<file path="config.mk">
export PLATFORM = sky130hd
export DESIGN_NAME = zwave_uart_rx
export DESIGN_NICKNAME = d
export VERILOG_FILES = /design/src/rtl/zwave_uart_pkg.sv /design/src/rtl/zwave_uart_rx_fifo.sv /design/src/rtl/zwave_uart_rx.sv
export SDC_FILE = /design/constraint.sdc
export NUM_CORES = 1
export LEC_CHECK = 0
export ABC_AREA = 0
export BUFFER_PORTS_ARGS = -buffer_cell sky130_fd_sc_hd__buf_2
export CAP_MARGIN = 15
export CORE_MARGIN = 10
export CORE_UTILIZATION = 62
export DETAILED_ROUTE_END_ITERATION = 6
export GPL_TIMING_DRIVEN = 0
export PLACE_DENSITY = 0.79
export SLEW_MARGIN = 15
export SYNTH_ARGS = -nofsm -noshare
export SYNTH_HDL_FRONTEND = slang
export SYNTH_HIERARCHICAL = 1
export SYNTH_SLANG_ARGS = --single-unit
</file>
<file path="constraint.sdc">
create_clock -name clk -period 3.1 [get_ports clk]
set_clock_uncertainty 0.1 [all_clocks]
set_input_delay 0.31 -clock clk [delete_from_list [all_inputs] [get_ports clk]]
set_output_delay 0.31 -clock clk [all_outputs]
set_load 0.03 [all_outputs]
</file>
<file path="src/rtl/zwave_uart_pkg.sv">
// Shared constants for the Z-Wave UART receiver: default timing, FSM state encodings,
// and helpers that derive the bit-timer geometry from the clocks-per-bit setting.
package zwave_uart_pkg;

    localparam int DEF_CLK_PER_BIT = 432;
    localparam int DEF_FIFO_AW     = 4;

    localparam logic [2:0] ST_IDLE      = 3'd0;
    localparam logic [2:0] ST_START     = 3'd1;
    localparam logic [2:0] ST_DATA      = 3'd2;
    localparam logic [2:0] ST_STOP      = 3'd3;
    localparam logic [2:0] ST_WAIT_IDLE = 3'd4;

    function automatic int half_bit(input int clk_per_bit);
        return clk_per_bit / 2;
    endfunction

    function automatic int timer_w(input int clk_per_bit);
        return $clog2(clk_per_bit);
    endfunction

endpackage

</file>
<file path="src/rtl/zwave_uart_rx_fifo.sv">
// First-word-fall-through byte FIFO. A push lands on dout/count one cycle later.
// A push into a full FIFO is dropped unless a pop happens in the same cycle.
module uart_rx_fifo #(
    parameter int AW = 4
) (
    input  logic          clk,
    input  logic          resetn,
    input  logic          push,
    input  logic [7:0]    din,
    input  logic          pop,
    output logic [7:0]    dout,
    output logic [AW:0]   count,
    output logic          empty,
    output logic          full
);

    localparam int DEPTH = 1 << AW;

    logic [7:0]    mem [DEPTH];
    logic [AW-1:0] wptr;
    logic [AW-1:0] rptr;
    logic          do_pop;
    logic          do_push;

    assign empty   = (count == '0);
    assign full    = (count == (AW+1)'(DEPTH));
    assign do_pop  = pop && !empty;
    assign do_push = push && (!full || do_pop);
    assign dout    = mem[rptr];

    always_ff @(posedge clk) begin
        if (resetn) begin
            wptr  <= '0;
            rptr  <= '0;
            count <= '0;
            // Storage is cleared too so the head reads 0 straight out of reset.
            for (int i = 0; i < DEPTH; i++) begin
                mem[i] <= 8'h00;
            end
        end else begin
            if (do_push) begin
                mem[wptr] <= din;
                wptr      <= wptr + 1'b1;
            end
            if (do_pop) begin
                rptr <= rptr + 1'b1;
            end
            case ({do_push, do_pop})
                2'b10:   count <= count + 1'b1;
                2'b01:   count <= count - 1'b1;
                default: count <= count;
            endcase
        end
    end

endmodule

</file>
<file path="src/rtl/zwave_uart_rx.sv">
// 8N1 receiver for the Z-Wave link feeding a FWFT FIFO; byte visible 2 cycles after stop sample.
// No backpressure on the line: bytes arriving while the FIFO is full are dropped and flagged.
module zwave_uart_rx
    import zwave_uart_pkg::*;
#(
    parameter int CLK_PER_BIT = DEF_CLK_PER_BIT,
    parameter int FIFO_AW     = DEF_FIFO_AW
) (
    input  logic               clk,
    input  logic               resetn,
    input  logic               zwave_rxd,
    input  logic               rd_en,
    output logic [7:0]         rd_data,
    output logic               empty,
    output logic               full,
    output logic [FIFO_AW:0]   count,
    output logic               frame_err,
    output logic               overrun,
    input  logic               clr_err,
    output logic               irq
);

    localparam int              TW     = timer_w(CLK_PER_BIT);
    localparam logic [TW-1:0]   T_HALF = TW'(half_bit(CLK_PER_BIT) - 1);
    localparam logic [TW-1:0]   T_FULL = TW'(CLK_PER_BIT - 1);

    logic          sync1;
    logic          rxs;
    logic          rxs_d;
    logic [2:0]    state;
    logic [TW-1:0] timer;
    logic [2:0]    bit_idx;
    logic [7:0]    shreg;
    logic          push;
    logic          stop_bad;
    logic          drop;

    // Timer is zeroed at each sample point so the next one lands one bit later.
    always_ff @(posedge clk) begin
        if (resetn) begin
            sync1   <= 1'b1;
            rxs     <= 1'b1;
            rxs_d   <= 1'b1;
            state   <= ST_IDLE;
            timer   <= '0;
            bit_idx <= '0;
            shreg   <= '0;
            push    <= 1'b0;
        end else begin
            sync1 <= zwave_rxd;
            rxs   <= sync1;
            rxs_d <= rxs;
            push  <= 1'b0;
            timer <= timer + 1'b1;
            case (state)
                ST_IDLE: begin
                    if (rxs_d && !rxs) begin
                        timer <= '0;
                        state <= ST_START;
                    end
                end
                ST_START: begin
                    if (timer == T_HALF) begin
                        timer   <= '0;
                        bit_idx <= '0;
                        state   <= rxs ? ST_IDLE : ST_DATA;
                    end
                end
                ST_DATA: begin
                    if (timer == T_FULL) begin
                        timer   <= '0;
                        shreg   <= {rxs, shreg[7:1]};
                        bit_idx <= bit_idx + 1'b1;
                        if (bit_idx == 3'd7) begin
                            state <= ST_STOP;
                        end
                    end
                end
                ST_STOP: begin
                    if (timer == T_FULL) begin
                        timer <= '0;
                        if (rxs) begin
                            push  <= 1'b1;
                            state <= ST_IDLE;
                        end else begin
                            state <= ST_WAIT_IDLE;
                        end
                    end
                end
                ST_WAIT_IDLE: begin
                    if (rxs) begin
                        state <= ST_IDLE;
                    end
                end
                default: state <= ST_IDLE;
            endcase
        end
    end

    assign stop_bad = (state == ST_STOP) && (timer == T_FULL) && !rxs;
    assign drop     = push && full && !rd_en;

    // A new error in the same cycle as clr_err takes precedence.
    always_ff @(posedge clk) begin
        if (resetn) begin
            frame_err <= 1'b0;
            overrun   <= 1'b0;
        end else begin
            if (stop_bad) begin
                frame_err <= 1'b1;
            end else if (clr_err) begin
                frame_err <= 1'b0;
            end
            if (drop) begin
                overrun <= 1'b1;
            end else if (clr_err) begin
                overrun <= 1'b0;
            end
        end
    end

    uart_rx_fifo #(
        .AW(FIFO_AW)
    ) u_fifo (
        .clk    (clk),
        .resetn (resetn),
        .push   (push),
        .din    (shreg),
        .pop    (rd_en),
        .dout   (rd_data),
        .count  (count),
        .empty  (empty),
        .full   (full)
    );

    assign irq = ~empty;

endmodule

</file>
### Word-level counts from Yosys, hierarchy flattened

Memories as Yosys holds them, arrays and structs flattened. A register that Yosys moved wholly into a read port is not among the register bits.
Cells that the tools add are included.

| storage, ports and cells | value |
|---|---|
| bits in registers | 42 |
| latch bits | 0 |
| bits in writable memories | 128 |
| bits in read-only memories | 0 |
| output and inout port bits | 18 |
| logic and storage cells | 94 |
| memories | 1 |

| cells by class | value |
|---|---|
| add/subtract/negate cells | 6 |
| multipliers | 0 |
| divide/modulo/power cells | 0 |
| order comparisons | 0 |
| equality and inequality tests | 16 |
| shift-type cells | 0 |
| multiplexer cells | 31 |
| bitwise operators | 3 |
| reduce and logical (&&, ||, !) cells | 24 |

Memories:

| name | words | width | rd ports | clocked after memory_dff | write ports | RTL line | text |
|---|---|---|---|---|---|---|---|
| u_fifo.mem | 16 | 8 | 1 | 1 | 16 | zwave_uart_rx_fifo.sv:19 | `logic [7:0] mem [DEPTH];` |

Operator list:

| kind | count |
|---|---|
| $mux W3 | 9 |
| $mux W9 | 3 |
| $pmux W9 S3 | 1 |
| $pmux W3 S5 | 1 |
| $mux W4 | 3 |
| $ne A2 B2 Y1 const B | 6 |
| $mux W1 | 10 |
| $pmux W5 S2 | 1 |
| $add A9 B1 Y9 const B | 1 |
| $eq A9 B8 Y1 const B | 1 |
| $eq A9 B9 Y1 const B | 1 |
| $add A4 B1 Y4 const B | 2 |
| $mux W8 | 1 |
| $reduce_bool A2 Y1 | 4 |
| $reduce_or A8 Y1 | 1 |
| $logic_and A1 B1 Y1 | 7 |
| $eq A3 B2 Y1 const B | 2 |
| $eq A3 B3 Y1 const B | 2 |
| $pmux W3 S2 | 1 |
| $reduce_and A6 Y1 | 1 |
| $add A5 B1 Y5 const B | 1 |
| $eq A5 B5 Y1 const B | 1 |
| $logic_not A5 Y1 | 1 |
| $sub A5 B1 Y5 const B | 1 |
| other kinds (13) | 18 |

### Logic depth before layout (Yosys ltp)

| depth | value |
|---|---|
| depth after elaboration | 10 |
| gate-level depth with buffers | 8 |
| mapped depth without buffers | 7 |

### Modules after synthesis

The synthesis kept the hierarchy.

By module, submodules not included:

| module | times used | cells an instance | area an instance (um^2) |
|---|---|---|---|
| uart_rx_fifo | 1 | 476 | 6746.5 |
| zwave_uart_rx | 1 | 143 | 1305.0 |

### Least setup slack after synthesis

OpenSTA, ideal clock, no wires.

| path | value |
|---|---|
| path kind | flip-flop to flip-flop |
| from | reg u_fifo.count[0] |
| to | reg u_fifo.count[4] |
| setup time | 133 ps |
| data arrival time | 2277 ps |
| required time | 2867 ps |
| setup slack | 591 ps |
| cell stages (with the launch flop) | 9 |
| path buffers | 1 |
| period minus slack after synthesis | 2509 ps |
| cells stage by stage | dfxtp_1 or4_4 buf_6 o21a_1 ha_1 a21oi_1 nand2_1 mux2i_1 a31oi_1 |

| on the way | value |
|---|---|
| cells in the longest elaborated chain, start to end | 7 |
| elaborated cells between the ends (all ways) | 13 |
| classes of those cells | add/sub (2); eq/ne (3); mux (1); reduce/logical (7) |

RTL lines:

| item | RTL line | text |
|---|---|---|
| start, declared | zwave_uart_rx_fifo.sv:12 | `output logic [AW:0] count,` |
| start signal, assigned | zwave_uart_rx_fifo.sv:49 | `2'b10: count <= count + 1'b1;` |
| start signal, assigned | zwave_uart_rx_fifo.sv:50 | `2'b01: count <= count - 1'b1;` |
| start signal, assigned | zwave_uart_rx_fifo.sv:51 | `default: count <= count;` |
| $logic_not A5 Y1 | zwave_uart_rx_fifo.sv:25 | `assign empty = (count == '0);` |
| $logic_not A1 Y1 | zwave_uart_rx_fifo.sv:27 | `assign do_pop = pop && !empty;` |
| $logic_and A1 B1 Y1 | zwave_uart_rx_fifo.sv:27 |  |
| $logic_or A1 B1 Y1 | zwave_uart_rx_fifo.sv:28 | `assign do_push = push && (!full \|\| do_pop);` |
| $logic_and A1 B1 Y1 | zwave_uart_rx_fifo.sv:28 |  |
| $eq A2 B1 Y1 or $eq A2 B2 Y1 (tied branches) | zwave_uart_rx_fifo.sv:48 | `case ({do_push, do_pop})` |
| $pmux W5 S2 or $reduce_bool A2 Y1 (tied branches) | n/a |  |

Parallel ways exist; a longest one is shown, timed or not.
A chain may end at the register's enable or synchronous reset.

==> load_flow_metrics.sql <==
INSERT INTO impl_metrics (metric_group, metric, value, unit) VALUES
('clock_tree', 'clock_insertion_delay_worst_skew', '0.43', 'ns'),
('worst_hold_path', 'worst_hold_class', 'in -> reg', ''),
('global_routing', 'grt_pass1_wl', '27.7', 'mm'),
('synthesis', 'synth.distinct_cells', '57', ''),
('die', 'dieWidth', '134', 'um'),
('critical_path', 'critPathArrivalTime', '2.54', 'ns'),
('global_routing', 'grtUsageTotal', '0.200', ''),
('run', 'drv_cap', '0', ''),
('global_routing', 'antenna_found_initial', '0', ''),
('finish', 'multi_input_area', '3090', 'um^2'),
('die', 'die_area', '17900', 'um^2'),
('clock_tree', 'number_of_levels_in_the_clock_h_tree', '4', ''),
('synthesis', 'synth-seq-cells', '174', ''),
('finish', 'filler_instances', '872', ''),
('clock_tree', 'post_cts_setup_inserts', '0', ''),
('critical_path', 'critical_path.startpoint_type', 'register', ''),
('finish', 'share_of_final_layout_standard_cells_stronger_than_drive_strength_1', '0.187', ''),
('clock_tree', 'worst_setup_hold_path_clk_slew', '0.06', 'ns'),
('die', 'core_area', '12700', 'um^2'),
('sta', 'worstMarginPinSlew', '0.706', 'ns'),
('critical_path', 'reg2regPathDepth', '8', ''),
('sta', 'setup_viol_count_final', '0', ''),
('synthesis', 'postSynth.topFlopCell', 'sky130_fd_sc_hd__edfxtp_1', ''),
('synthesis', 'count_of_flip_flops_with_a_built_in_enable_after_synthesis', '128', ''),
('die', 'height_of_the_die', '134', 'um'),
('sta', 'layout_min_cycle_time', '2.95', 'ns'),
('synthesis', 'syn_area_per_cell', '13.0', 'um^2'),
('finish', 'area.growth.synth_to_final', '11.4', '%'),
('routing', 'drc', '5', ''),
('global_routing', 'grt_max_degree', '17', ''),
('routing', 'detailroute.via_count', '5002', ''),
('synthesis', 'post_synth_instance_area', '8050', 'um^2'),
('routing', 'detail_route.wirelength', '17.2', 'mm'),
('status', 'result_of_the_run', 'finished with violations', ''),
('synthesis', 'netlist_top_cells_count', 'sky130_fd_sc_hd__and2_1 (130), sky130_fd_sc_hd__edfxtp_1 (128), sky130_fd_sc_hd__dfxtp_1 (46)', ''),
('global_routing', 'grt_busiest_layer', 'met2', ''),
('critical_path', 'path_max_fanout', '10', ''),
('critical_path', 'timing.critical_path.max_delay_family', 'buffers and inverters', ''),
('routing', 'drtPass1Iterations', '7', ''),
('sta', 'final-max-slew-violation-count', '0', ''),
('critical_path', 'crit_type', 'reg -> out', ''),
('placement', 'placement.io_buffers', '22', ''),
('critical_path', 'crit_path_end', 'rd_data[7]', ''),
('critical_path', 'source_of_the_worst_register_to_register_timing_path', 'u_fifo/count[0]', ''),
('placement', 'routabilityCongestion', '0.872', ''),
('finish', 'area.sequential', '4760', 'um^2'),
('global_routing', 'first_global_vias', '5102', ''),
('finish', 'final_util', '0.708', ''),
('synthesis', 'synth.top_cell.area_share', '0.477', ''),
('clock_tree', 'max-clock-path-buffers', '2', ''),
('synthesis', 'synth_top_cells_by_area', 'sky130_fd_sc_hd__edfxtp_1 (48%), sky130_fd_sc_hd__dfxtp_1 (11%), sky130_fd_sc_hd__and2_1 (10%), sky130_fd_sc_hd__mux4_2 (9.0%), sky130_fd_sc_hd__nor2_1 (1.8%)', ''),
('sta', 'final.setup.tns', '0', 'ns'),
('critical_path', 'critical_path.reg2reg.endpoint', 'u_fifo/count[4]', ''),
('synthesis', 'synthMostInstantiatedCell', 'sky130_fd_sc_hd__and2_1', ''),
('status', 'violated_checks', 'design-rule violations', ''),
('clock_tree', 'cts_tree', 'built', ''),
('sta', 'hold_viol_final', '0', ''),
('power_and_ir_drop', 'leakagePower', '3.24', 'nW'),
('global_routing', 'grt_util_met1', '0.240', ''),
('synthesis', 'async_flop_share', '0', ''),
('sta', 'layout_worst_path_cycle_share', '0.953', ''),
('power_and_ir_drop', 'power.density', '719', 'nW/um^2'),
('global_routing', 'global_route.usage.met2', '0.354', ''),
('synthesis', 'synth.largest_area_cell', 'sky130_fd_sc_hd__edfxtp_1', ''),
('critical_path', 'critPathCaptureType', 'output port', ''),
('routing', 'postRouteAntennaNets', '0', ''),
('finish', 'final_net_count', '678', ''),
('clock_tree', 'clock_sink_count', '174', ''),
('synthesis', 'post_synth_inst_count', '619', ''),
('finish', 'antenna-diode-count', '0', ''),
('critical_path', 'critical_path.max_stage_delay', '0.57', 'ns');
[report_power, final]
part	total (mW)	internal [mW]	leakage [nW]	switching (mW)
logic	1.63	0.663	1.32	0.967
clock network	2.09	1.25	0.274	0.846
registers	2.73	2.63	1.64	0.0974
[tightest hold or removal path: cells and delay by family]
family | cells | cell delay, ns
buffers and inverters | 2 | 0.16
and+or+nand+nor | 1 | 0.07
AOI/OAI and AO/OA | 1 | 0.05
[sequential cells by signal (all words and copies together) (netlist names), named ones only]
register	flops
timer	9
overrun	1
shreg	8
u_fifo/wptr	4
rxs	1
rxs_d	1
sync1	1
u_fifo/rptr	4
state	3
push	1
frame_err	1
u_fifo/count	5
bit_idx	3
u_fifo/mem	128
[worst min-delay path by stage]
stage | start | to | slack, ns | depth (start not counted)
final | clr_err | frame_err | 0.10 | 4
after global routing | clr_err | frame_err | 0.12 | 4
after global placement | sync1 | rxs | 0.29 | 1
after floorplan | sync1 | rxs | 0.29 | 1
after CTS | clr_err | frame_err | 0.1 | 4
after detailed placement | sync1 | rxs | 0.29 | 1
[cells by family (layout without fill, tap and decap cells)]
kind of cell	count (synthesis)	count (layout)	share of synthesized area
muxes	39	39	0.0984
xor gates and xnor gates	14	14	0.0152
DFF	174	174	0.592
and+or+nand+nor	280	280	0.199
adders and majority gates	12	12	0.0196
AOI/OAI and AO/OA	61	61	0.0525
buffers and inverters	39	94	0.0239
[what timing repair did]
| item | CTS | global route |
|---|---|---|
| endpoints found under the hold margin | 1 | 0 |
| endpoints found under the setup margin | 0 | 4 |
| gates resized for setup | 0 | 2 |
| hold buffers | 1 | 0 |
[routing by layer]
layer	part of all wire	wire [um]
met4	0.020	344
met3	0.049	845
met1	0.41	7030
met2	0.52	8990
met5	0	0
[layout make-up]
cell class              count  share of cell area
multi-input cells         406               0.345
inverters                   8             0.00335
flip-flops and latches    174               0.531
clock inverters            14              0.0167
clock buffers              18              0.0478
repair buffers             23              0.0134
plain buffers              31              0.0187
well taps                 172              0.0240
[stage by stage]
step / setup slack (ns) / instance area [um^2] / total power, mW / hold slack, ns / instances
3_3_place_gp: 0.537 / 8380 / 4.35 / 0.294 / 813
3_5_place_dp: 0.465 / 8380 / 4.40 / 0.293 / 813
6_report: 0.146 / 8970 / 6.45 / 0.101 / 846
5_1_grt: 0.00596 / 8970 / 6.71 / 0.124 / 846
2_1_floorplan: 0.591 / 8050 / 3.99 / 0.289 / 619
4_1_cts: 0.0404 / 8970 / 6.47 / 0.0964 / 846
[layout by cell type (no fill, tap or decap), drive strengths merged, types with 7 or more instances in the layout]
cell type / count
clkinv: 7
clkbuf: 40
o21ai: 9
nand2: 34
ha: 11
nand2b: 8
or2: 19
nor2b: 7
a22oi: 17
xor2: 9
nand3: 10
nor2: 48
a21oi: 16
mux4: 32
buf: 31
dfxtp: 46
inv: 8
edfxtp: 128
and2: 130
Note: power is estimated with default switching activity, not from simulation.
